File: config.mk
export PLATFORM = sky130hd
export DESIGN_NAME = score_digit_ctrl
export DESIGN_NICKNAME = d
export VERILOG_FILES = /design/src/rtl/score_digit_ctrl.sv
export SDC_FILE = /design/constraint.sdc
export NUM_CORES = 1
export LEC_CHECK = 0
export ABC_AREA = 1
export CORE_MARGIN = 2
export CORE_UTILIZATION = 32
export CTS_CLUSTER_SIZE = 30
export DETAILED_ROUTE_END_ITERATION = 8
export GPL_ROUTABILITY_DRIVEN = 1
export PLACE_DENSITY = 0.67
export SKIP_LAST_GASP = 1
export SYNTH_ARGS = -nofsm -noshare
export SYNTH_HDL_FRONTEND = slang
export SYNTH_SLANG_ARGS = --single-unit
File: constraint.sdc
create_clock -name clk -period 4.4 [get_ports clk]
set_input_delay 0.44 -clock clk [delete_from_list [all_inputs] [get_ports clk]]
set_output_delay 0.44 -clock clk [all_outputs]
set_load 0.02 [all_outputs]
File: src/rtl/score_digit_ctrl.sv
// score_digit_ctrl: 4-digit BCD score counter with serial add,
// frame-synchronous shadow copy and 4-slot glyph-renderer scheduling.
// Ports: clk, reset (async, active-high); inc/inc_amt add request;
//   clr sync clear; refresh_tick frame pulse; pixel_x/pixel_y beam pos;
//   busy, overflow, bcd_count status; digit_value/digit_x/digit_y/
//   digit_active drive the shared renderer.
// Option: define LEADING_ZERO_BLANK_EN to blank leading zero digits.
module score_digit_ctrl #(
  parameter logic [9:0] ORIGIN_X = 10'd16,
  parameter logic [9:0] ORIGIN_Y = 10'd16,
  parameter logic [9:0] PITCH    = 10'd20
) (
  input  logic        clk,
  input  logic        reset,
  input  logic        inc,
  input  logic [3:0]  inc_amt,
  input  logic        clr,
  input  logic        refresh_tick,
  input  logic [9:0]  pixel_x,
  input  logic [9:0]  pixel_y,
  output logic        busy,
  output logic        overflow,
  output logic [15:0] bcd_count,
  output logic [3:0]  digit_value,
  output logic [9:0]  digit_x,
  output logic [9:0]  digit_y,
  output logic        digit_active
);

  typedef enum logic [2:0] {
    S_IDLE,
    S_ADD0,
    S_ADD1,
    S_ADD2,
    S_ADD3
  } state_t;

  state_t      r_state;
  state_t      w_state_nx;
  logic [15:0] r_count;
  logic [15:0] w_count_nx;
  logic [15:0] r_shadow;
  logic [15:0] w_shadow_nx;
  logic [3:0]  r_addend;
  logic [3:0]  w_addend_nx;
  logic        r_carry;
  logic        w_carry_nx;
  logic        r_pend;
  logic        w_pend_nx;
  logic        r_ovf;
  logic        w_ovf_nx;

  logic        w_accept;
  logic [1:0]  w_k;
  logic [3:0]  w_digit;
  logic [3:0]  w_add_in;
  logic [4:0]  w_sum;
  logic [3:0]  w_wr;
  logic        w_cout;

  always_ff @(posedge clk or posedge reset) begin
    if (reset) begin
      r_state  <= S_IDLE;
      r_count  <= 16'h0000;
      r_shadow <= 16'h0000;
      r_addend <= 4'd0;
      r_carry  <= 1'b0;
      r_pend   <= 1'b0;
      r_ovf    <= 1'b0;
    end else begin
      r_state  <= w_state_nx;
      r_count  <= w_count_nx;
      r_shadow <= w_shadow_nx;
      r_addend <= w_addend_nx;
      r_carry  <= w_carry_nx;
      r_pend   <= w_pend_nx;
      r_ovf    <= w_ovf_nx;
    end
  end

  // One BCD digit adder shared by all four ADD states.
  always_comb begin
    w_k = 2'd0;
    unique case (r_state)
      S_ADD1:  w_k = 2'd1;
      S_ADD2:  w_k = 2'd2;
      S_ADD3:  w_k = 2'd3;
      default: w_k = 2'd0;
    endcase
    w_digit  = r_count[w_k*4 +: 4];
    w_add_in = (r_state == S_ADD0) ? r_addend : 4'd0;
    w_sum    = {1'b0, w_digit} + {1'b0, w_add_in} + {4'd0, r_carry};
    w_cout   = (w_sum > 5'd9);
    w_wr     = w_cout ? 4'(w_sum - 5'd10) : w_sum[3:0];
  end

  always_comb begin
    w_state_nx  = r_state;
    w_count_nx  = r_count;
    w_shadow_nx = r_shadow;
    w_addend_nx = r_addend;
    w_carry_nx  = r_carry;
    w_pend_nx   = r_pend;
    w_ovf_nx    = 1'b0;
    w_accept    = 1'b0;

    if (clr) begin
      w_state_nx  = S_IDLE;
      w_count_nx  = 16'h0000;
      w_shadow_nx = 16'h0000;
      w_carry_nx  = 1'b0;
      w_pend_nx   = 1'b0;
    end else begin
      unique case (r_state)
        S_IDLE: begin
          if (inc) begin
            w_accept    = 1'b1;
            w_addend_nx = (inc_amt > 4'd9) ? 4'd9 : inc_amt;
            w_carry_nx  = 1'b0;
            w_state_nx  = S_ADD0;
          end
        end
        S_ADD0, S_ADD1, S_ADD2: begin
          w_count_nx[w_k*4 +: 4] = w_wr;
          w_carry_nx             = w_cout;
          w_state_nx             = state_t'(r_state + 3'd1);
        end
        S_ADD3: begin
          w_count_nx[15:12] = w_wr;
          w_carry_nx        = 1'b0;
          w_ovf_nx          = w_cout;
          w_state_nx        = S_IDLE;
        end
        default: w_state_nx = S_IDLE;
      endcase

      // Copy only from a settled counter; otherwise remember the tick.
      if (r_state == S_IDLE && !w_accept) begin
        if (refresh_tick || r_pend) begin
          w_shadow_nx = r_count;
          w_pend_nx   = 1'b0;
        end
      end else if (refresh_tick) begin
        w_pend_nx = 1'b1;
      end
    end
  end

  assign busy      = (r_state != S_IDLE);
  assign overflow  = r_ovf;
  assign bcd_count = r_count;
  assign digit_y   = ORIGIN_Y;

  logic [9:0] w_ox;
  logic       w_in_y;
  logic       w_hit;
  logic       w_zero_run;
  logic       w_blank;
  logic [3:0] w_sd;

  // Slot k shows shadow digit 3-k; w_zero_run tracks whether every
  // digit from the most significant down to this one is zero.
  always_comb begin
    digit_value  = 4'd0;
    digit_x      = ORIGIN_X;
    digit_active = 1'b0;
    w_ox         = ORIGIN_X;
    w_hit        = 1'b0;
    w_sd         = 4'd0;
    w_blank      = 1'b0;
    w_zero_run   = 1'b1;
    w_in_y       = (pixel_y >= ORIGIN_Y) &&
                   (pixel_y <= ORIGIN_Y + 10'd15);
    for (int k = 0; k < 4; k++) begin
      w_ox       = ORIGIN_X + 10'(k) * PITCH;
      w_hit      = w_in_y && (pixel_x >= w_ox) &&
                   (pixel_x <= w_ox + 10'd15);
      w_sd       = r_shadow[(3-k)*4 +: 4];
      w_zero_run = w_zero_run && (w_sd == 4'd0);
`ifdef LEADING_ZERO_BLANK_EN
      w_blank    = w_zero_run && (k != 3);
`else
      w_blank    = 1'b0;
`endif
      if (w_hit) begin
        digit_value  = w_sd;
        digit_x      = w_ox;
        digit_active = !w_blank;
      end
    end
  end

endmodule

# Word level (Yosys, flattened, before mapping)
# Index checks and enable logic that the tools add are counted.
[word_totals]
ff_bits = 42
latch_bits = 0
ram_bits = 0
romBits = 0
inputBits = 29
output_inout_bits = 43
word_cells = 97
n_memories = 0
[op_classes]
add_sub_neg = 5
multipliers = 0
div = 0
n_lt_le_gt_ge = 12
n_eq_ne = 6
n_shift = 3
mux = 37
bitwise_logic = 1
n_reduce_logical = 25
[op_table]
columns = ["operator", "count"]
rows = [
  ["16-bit two-way mux", 4],
  ["4-bit negation with 34-bit output", 1],
  ["4-bit by 34-bit variable shift with 16-bit output (first input constant)", 1],
  ["4-bit by 34-bit indexed part select with 16-bit output", 1],
  ["4-bit two-way mux", 7],
  ["10-bit by 5-bit >= comparator with 1-bit output (second input constant)", 2],
  ["10-bit by 6-bit >= comparator with 1-bit output (second input constant)", 2],
  ["10-bit by 5-bit <= comparator with 1-bit output (second input constant)", 2],
  ["10-bit by 7-bit <= comparator with 1-bit output (second input constant)", 2],
  ["10-bit two-way mux", 2],
  ["16-bit bitwise mux", 1],
  ["16-bit by 5-bit indexed part select with 4-bit output", 1],
  ["1-bit two-way mux", 15],
  ["12-bit two-way mux", 1],
  ["10-bit by 7-bit >= comparator with 1-bit output (second input constant)", 1],
  ["10-bit by 6-bit <= comparator with 1-bit output (second input constant)", 1],
  ["1-bit logical AND", 10],
  ["3-bit nonzero test", 3],
  ["4-bit case mux with 2 select lines", 1],
  ["3-bit by 2-bit == test with 1-bit output (second input constant)", 2],
  ["3-bit two-way mux", 2],
  ["6-bit two-way mux", 1],
  ["2-bit case mux with 3 select lines", 1],
  ["3-bit case mux with 2 select lines", 1],
  ["20 further kinds", 24],
]

# Logic depth before layout (Yosys ltp)
[depth]
depth_word = 11
mapped_depth = 26
ltp_nobuf = 25

# Worst setup path after synthesis
# No wires, ideal clock.
[synth_timing]
kind = "reg2reg"
from = "register r_state[0]"
to = "register r_count[5] (netlist: bcd_count[5])"
setup_time_ps = 75
arrival_time_ps = 3337
slack_ps = 988
stages_incl_launch_ff = 25
cell_sequence = "dfrtp_1 inv_1 ha_1 nand2_2 nand2_1 buf_2 buf_2 a21oi_1 a21oi_1 fa_1 inv_1 fa_1 inv_1 ha_1 nand2_1 inv_1 a21oi_4 nand2_4 nand2_4 nand2_2 nand2_2 inv_2 nor2_4 nand2_1 o21ai_2"
[synth_via]
elab_chain_len = 11
word_cells_on_any_way = 20
cone_classes = "add/sub: 4; order compare: 1; eq/ne: 4; shift: 3; mux: 6; reduce/logical: 2"
[synth_lines]
columns = ["item", "line", "source"]
rows = [
  ["from (decl)", "38", "state_t r_state;"],
  ["from (signal assigned)", "71", "r_state <= w_state_nx;"],
  ["3-bit == test or 3-bit by 2-bit == test with 1-bit output (tied branches)", "84, 114", ""],
  ["2-bit case mux with 3 select lines", "84", "unique case (r_state)"],
  ["16-bit by 5-bit indexed part select with 4-bit output", "90", "w_digit = r_count[w_k*4 +: 4];"],
  ["4-bit by 4-bit adder with 5-bit output", "92", "w_sum = {1'b0, w_digit} + {1'b0, w_add_in} + {4'd0, r_carry};"],
  ["5-bit by 1-bit adder with 5-bit output", "92", ""],
  ["4-bit subtractor or 5-bit by 4-bit > comparator with 1-bit output (tied branches)", "94, 93", ""],
  ["4-bit two-way mux", "94", "w_wr = w_cout ? 4'(w_sum - 5'd10) : w_sum[3:0];"],
  ["4-bit by 34-bit indexed part select with 16-bit output", "124", "w_count_nx[w_k*4 +: 4] = w_wr;"],
  ["16-bit bitwise mux", "124", ""],
  ["12-bit two-way mux", "114", "unique case (r_state)"],
  ["16-bit two-way mux", "107", "if (clr) begin"],
  ["to (signal assigned)", "72", "r_count <= w_count_nx;"],
  ["to (decl)", "40", "logic [15:0] r_count;"],
]
# Several ways; a longest one is shown, not always the timed one. The select of a mux whose other input is x is not followed.
# A chain may end at the register's enable or synchronous reset.

# Worst setup path after layout
[layout_timing]
from = "register r_state[0]"
to = "register r_count[6] (netlist: bcd_count[6])"
# The elaborated chain is that of the path after synthesis.

==> impl_metrics.tcl <==
set metrics [dict create \
    initial_core_util 0.330 \
    setup-tns-final_ns 0 \
    tightest_slew_ns 0.591 \
    ys.flop_type "dfrtp_1" \
    final_hold_viol_count 0 \
    ys_seq_area_frac 0.366 \
    start_kind "flop" \
    avgSynthCellArea_um2 7.53 \
    clkTransAtPathRegs_ns 0.08 \
    total_power_uw 1160 \
    ios 72 \
    hold_class "flop to flop" \
    outcome "finished, final reports clean" \
    leakage_uw 0.00173 \
    post_cts_buffers 0 \
    max_cap_viol_count 0 \
    multi_input_area_um2 1440 \
    antenna_found_initial 0 \
    setup_viol 0 \
    clock-skew-final_ns 0.00354 \
    ir_drop_v 0.000133 \
    cts_tree "built" \
    final_max_slew_viol_count 0 \
    cts_root_buffer "clkbuf_8" \
    syn_inst 382 \
    r2r-start "r_state[0]" \
    r2r_slack_ns 0.57 \
    die_h_um 98.8 \
    vias 2566 \
    ys_types 38 \
    crit_cells 24 \
    grt_usage 0.147 \
    critPathSlowestCell "fa_1" \
    grt_max_degree 43 \
    period_share 0.871 \
    dpl.hpwl_um 5470 \
    period_needed_ns 3.83 \
    worst_r2r_path_depth 24 \
    grt_pass1_vias 2614 \
    cpPeakStageDelay_ns 0.39 \
    post_drt_wl_per_cell_um 12.8 \
    final_antenna_net_count 0 \
    syn_area_um2 2880 \
    worstPathArrival_ns 4.00 \
    ys_async_sr_fraction 1.00 \
    fp.dieW_um 98.8 \
    grt_pass1_wl_um 12000 \
    syn2layout_area_growth_pct 24.3 \
    cp_top_family "adder cells" \
    end_kind "flop" \
    worstPathRequired_ns 4.57 \
    startpoint "r_state[0]" \
    final-seq-area_um2 1050 \
    drtPass1Iterations 4 \
    worstPathMaxFanout 13 \
    crit_buf_inv 5 \
    final_nets 478 \
    drtIter0Drc 97 \
    via_per_inst 4.73 \
    numPortBuffers 50 \
    dp_cells 534 \
    critPathMostFrequentCell "nand2_1" \
    rows 34 \
    place_congestion 0.875 \
    n_antenna_cell 0 \
    drc 0 \
    rsz0062_at_grt "false" \
    drive_above_1_share 0.101 \
    critical_path_class "flop to flop" \
    yosys.area.top_type "dfrtp_1" \
    yosys-top-cells-count "68 x inv_1, 62 x nand2_1, 42 x dfrtp_1" \
    fill_cells 910 \
    r2r_end "bcd_count[6]" \
    ys_ff_latch 42 \
    hold_buffers 0 \
    die_area_um2 9760 \
    cts_buffer_depth 2 \
    power_density_nw_per_um2 326 \
    yosys_warnings 0 \
    routed_wl_um 6920 \
    yosys-top-cells-area "dfrtp_1 37%, inv_1 8.9%, nand2_1 8.1%" \
    core_area_um2 8720 \
    yosysMostFrequentCell "inv_1" \
    clkLatencyLatePin_ns 0.29 \
    cts_max_level 2 \
    cts_resized 0 \
    synth-edff-count 0 \
    numCtsBuffers 5 \
    cts.sinks 42 \
    maxSlewHeadroom 0.605 \
    synth_top_cell_area_share 0.366 \
    gr-total-overflow 0 \
    crit_end "bcd_count[6]" \
    stdcell_count 542 \
    path_cells "inv_1 -> ha_1 -> nand2_2 -> nand2_1 -> buf_4 -> inv_1 -> nand2_1 -> a21oi_1 -> fa_1 -> inv_1 -> fa_1 -> nand2_1 -> nand2_2 -> ha_1 -> nand2_1 -> inv_1 -> a21oi_4 -> nand2_4 -> nand2_4 -> nand2_1 -> o21ai_1 -> nor2_1 -> nand2_1 -> o22ai_1" \
    clock.fmax_mhz 261 \
]
==> worst register-to-register path: cells and delay by family (launching register included) <==
kind | cells | cell delay, ns
compound gates | 4 | 0.56
buf+inv | 5 | 0.64
flops | 1 | 0.38
simple gates | 11 | 1.04
fa+ha+maj | 4 | 1.10
==> metal layers <==
layer | vias up | GRT usage | wire [um]
li1 | 1311 | - | -
met4 | 0 | 0.0348 | 89
met5 | - | 0 | 0
met1 | 1172 | 0.184 | 2980
met3 | 8 | 0.0262 | 423
met2 | 75 | 0.264 | 3430
==> worst min-delay path by stage <==
| stage | start | cells past startpoint | end |
|---|---|---|---|
| finish | r_carry | 2 | r_carry |
| CTS | r_carry | 2 | r_carry |
| floorplan | r_carry | 2 | r_carry |
| detailed placement | r_carry | 2 | r_carry |
| global route | r_carry | 2 | r_carry |
| global placement | r_carry | 2 | r_carry |
==> per-stage QoR <==
stage / area (um2) / utilization / setup WS (ns) / hold slack, ns
2_1_floorplan: 2920 / - / 0.988 / 0.453
3_3_place_gp: 3430 / 0.393 / 0.693 / 0.475
3_5_place_dp: 3430 / 0.393 / 0.600 / 0.488
4_1_cts: 3570 / 0.410 / 0.586 / 0.507
5_1_grt: 3570 / 0.410 / 0.186 / 0.540
6_report: 3570 / 0.410 / 0.568 / 0.504
==> flip-flops by register name, summed over array words and instances, names as in the netlist <==
name,cells
r_state,3
r_pend,1
r_carry,1
r_addend,4
r_shadow,16
bcd_count,16
overflow,1
==> layout make-up <==
cell class                      count  area share
Clock inverter                      2      0.0168
Multi-Input combinational cell    256       0.403
Inverter                           75      0.0788
Timing Repair Buffer               53       0.146
Clock buffer                        6      0.0231
Sequential cell                    42       0.294
Tap cell                          108      0.0378
==> kinds of logic (layout without fill, tap and decap cells) <==
kind of cell / after synthesis / after routing / synth area share
AND/OR/NAND/NOR: 144 / 144 / 0.244
buffers and inverters: 97 / 136 / 0.151
AO/OA/AOI/OAI: 81 / 81 / 0.163
flip-flops: 42 / 42 / 0.366
adder cells (fa/ha/maj): 16 / 16 / 0.0748
other: 2 / 15 / 0.00261
==> placed cells by master, fill, tap and decap left out, types with 3 or more instances in the layout <==
master / count
nand2_2: 8
inv_1: 68
nor2_1: 18
nand3_1: 30
o21ai_0: 34
clkbuf_8: 6
dfrtp_1: 42
a21oi_1: 18
buf_4: 3
o22ai_1: 11
nand2_1: 62
nor2_2: 3
o21ai_1: 7
conb_1: 15
nand4_1: 8
inv_2: 7
clkdlybuf4s50_1: 50
ha_1: 14
==> power by group <==
group | internal [uW] | total (uW) | switching [uW]
logic | 128 | 368 | 240
clock network | 242 | 375 | 133
registers | 406 | 420 | 14.0
total | 776 | 1160 | 387
No activity file was read; power rests on OpenSTA's default activity.
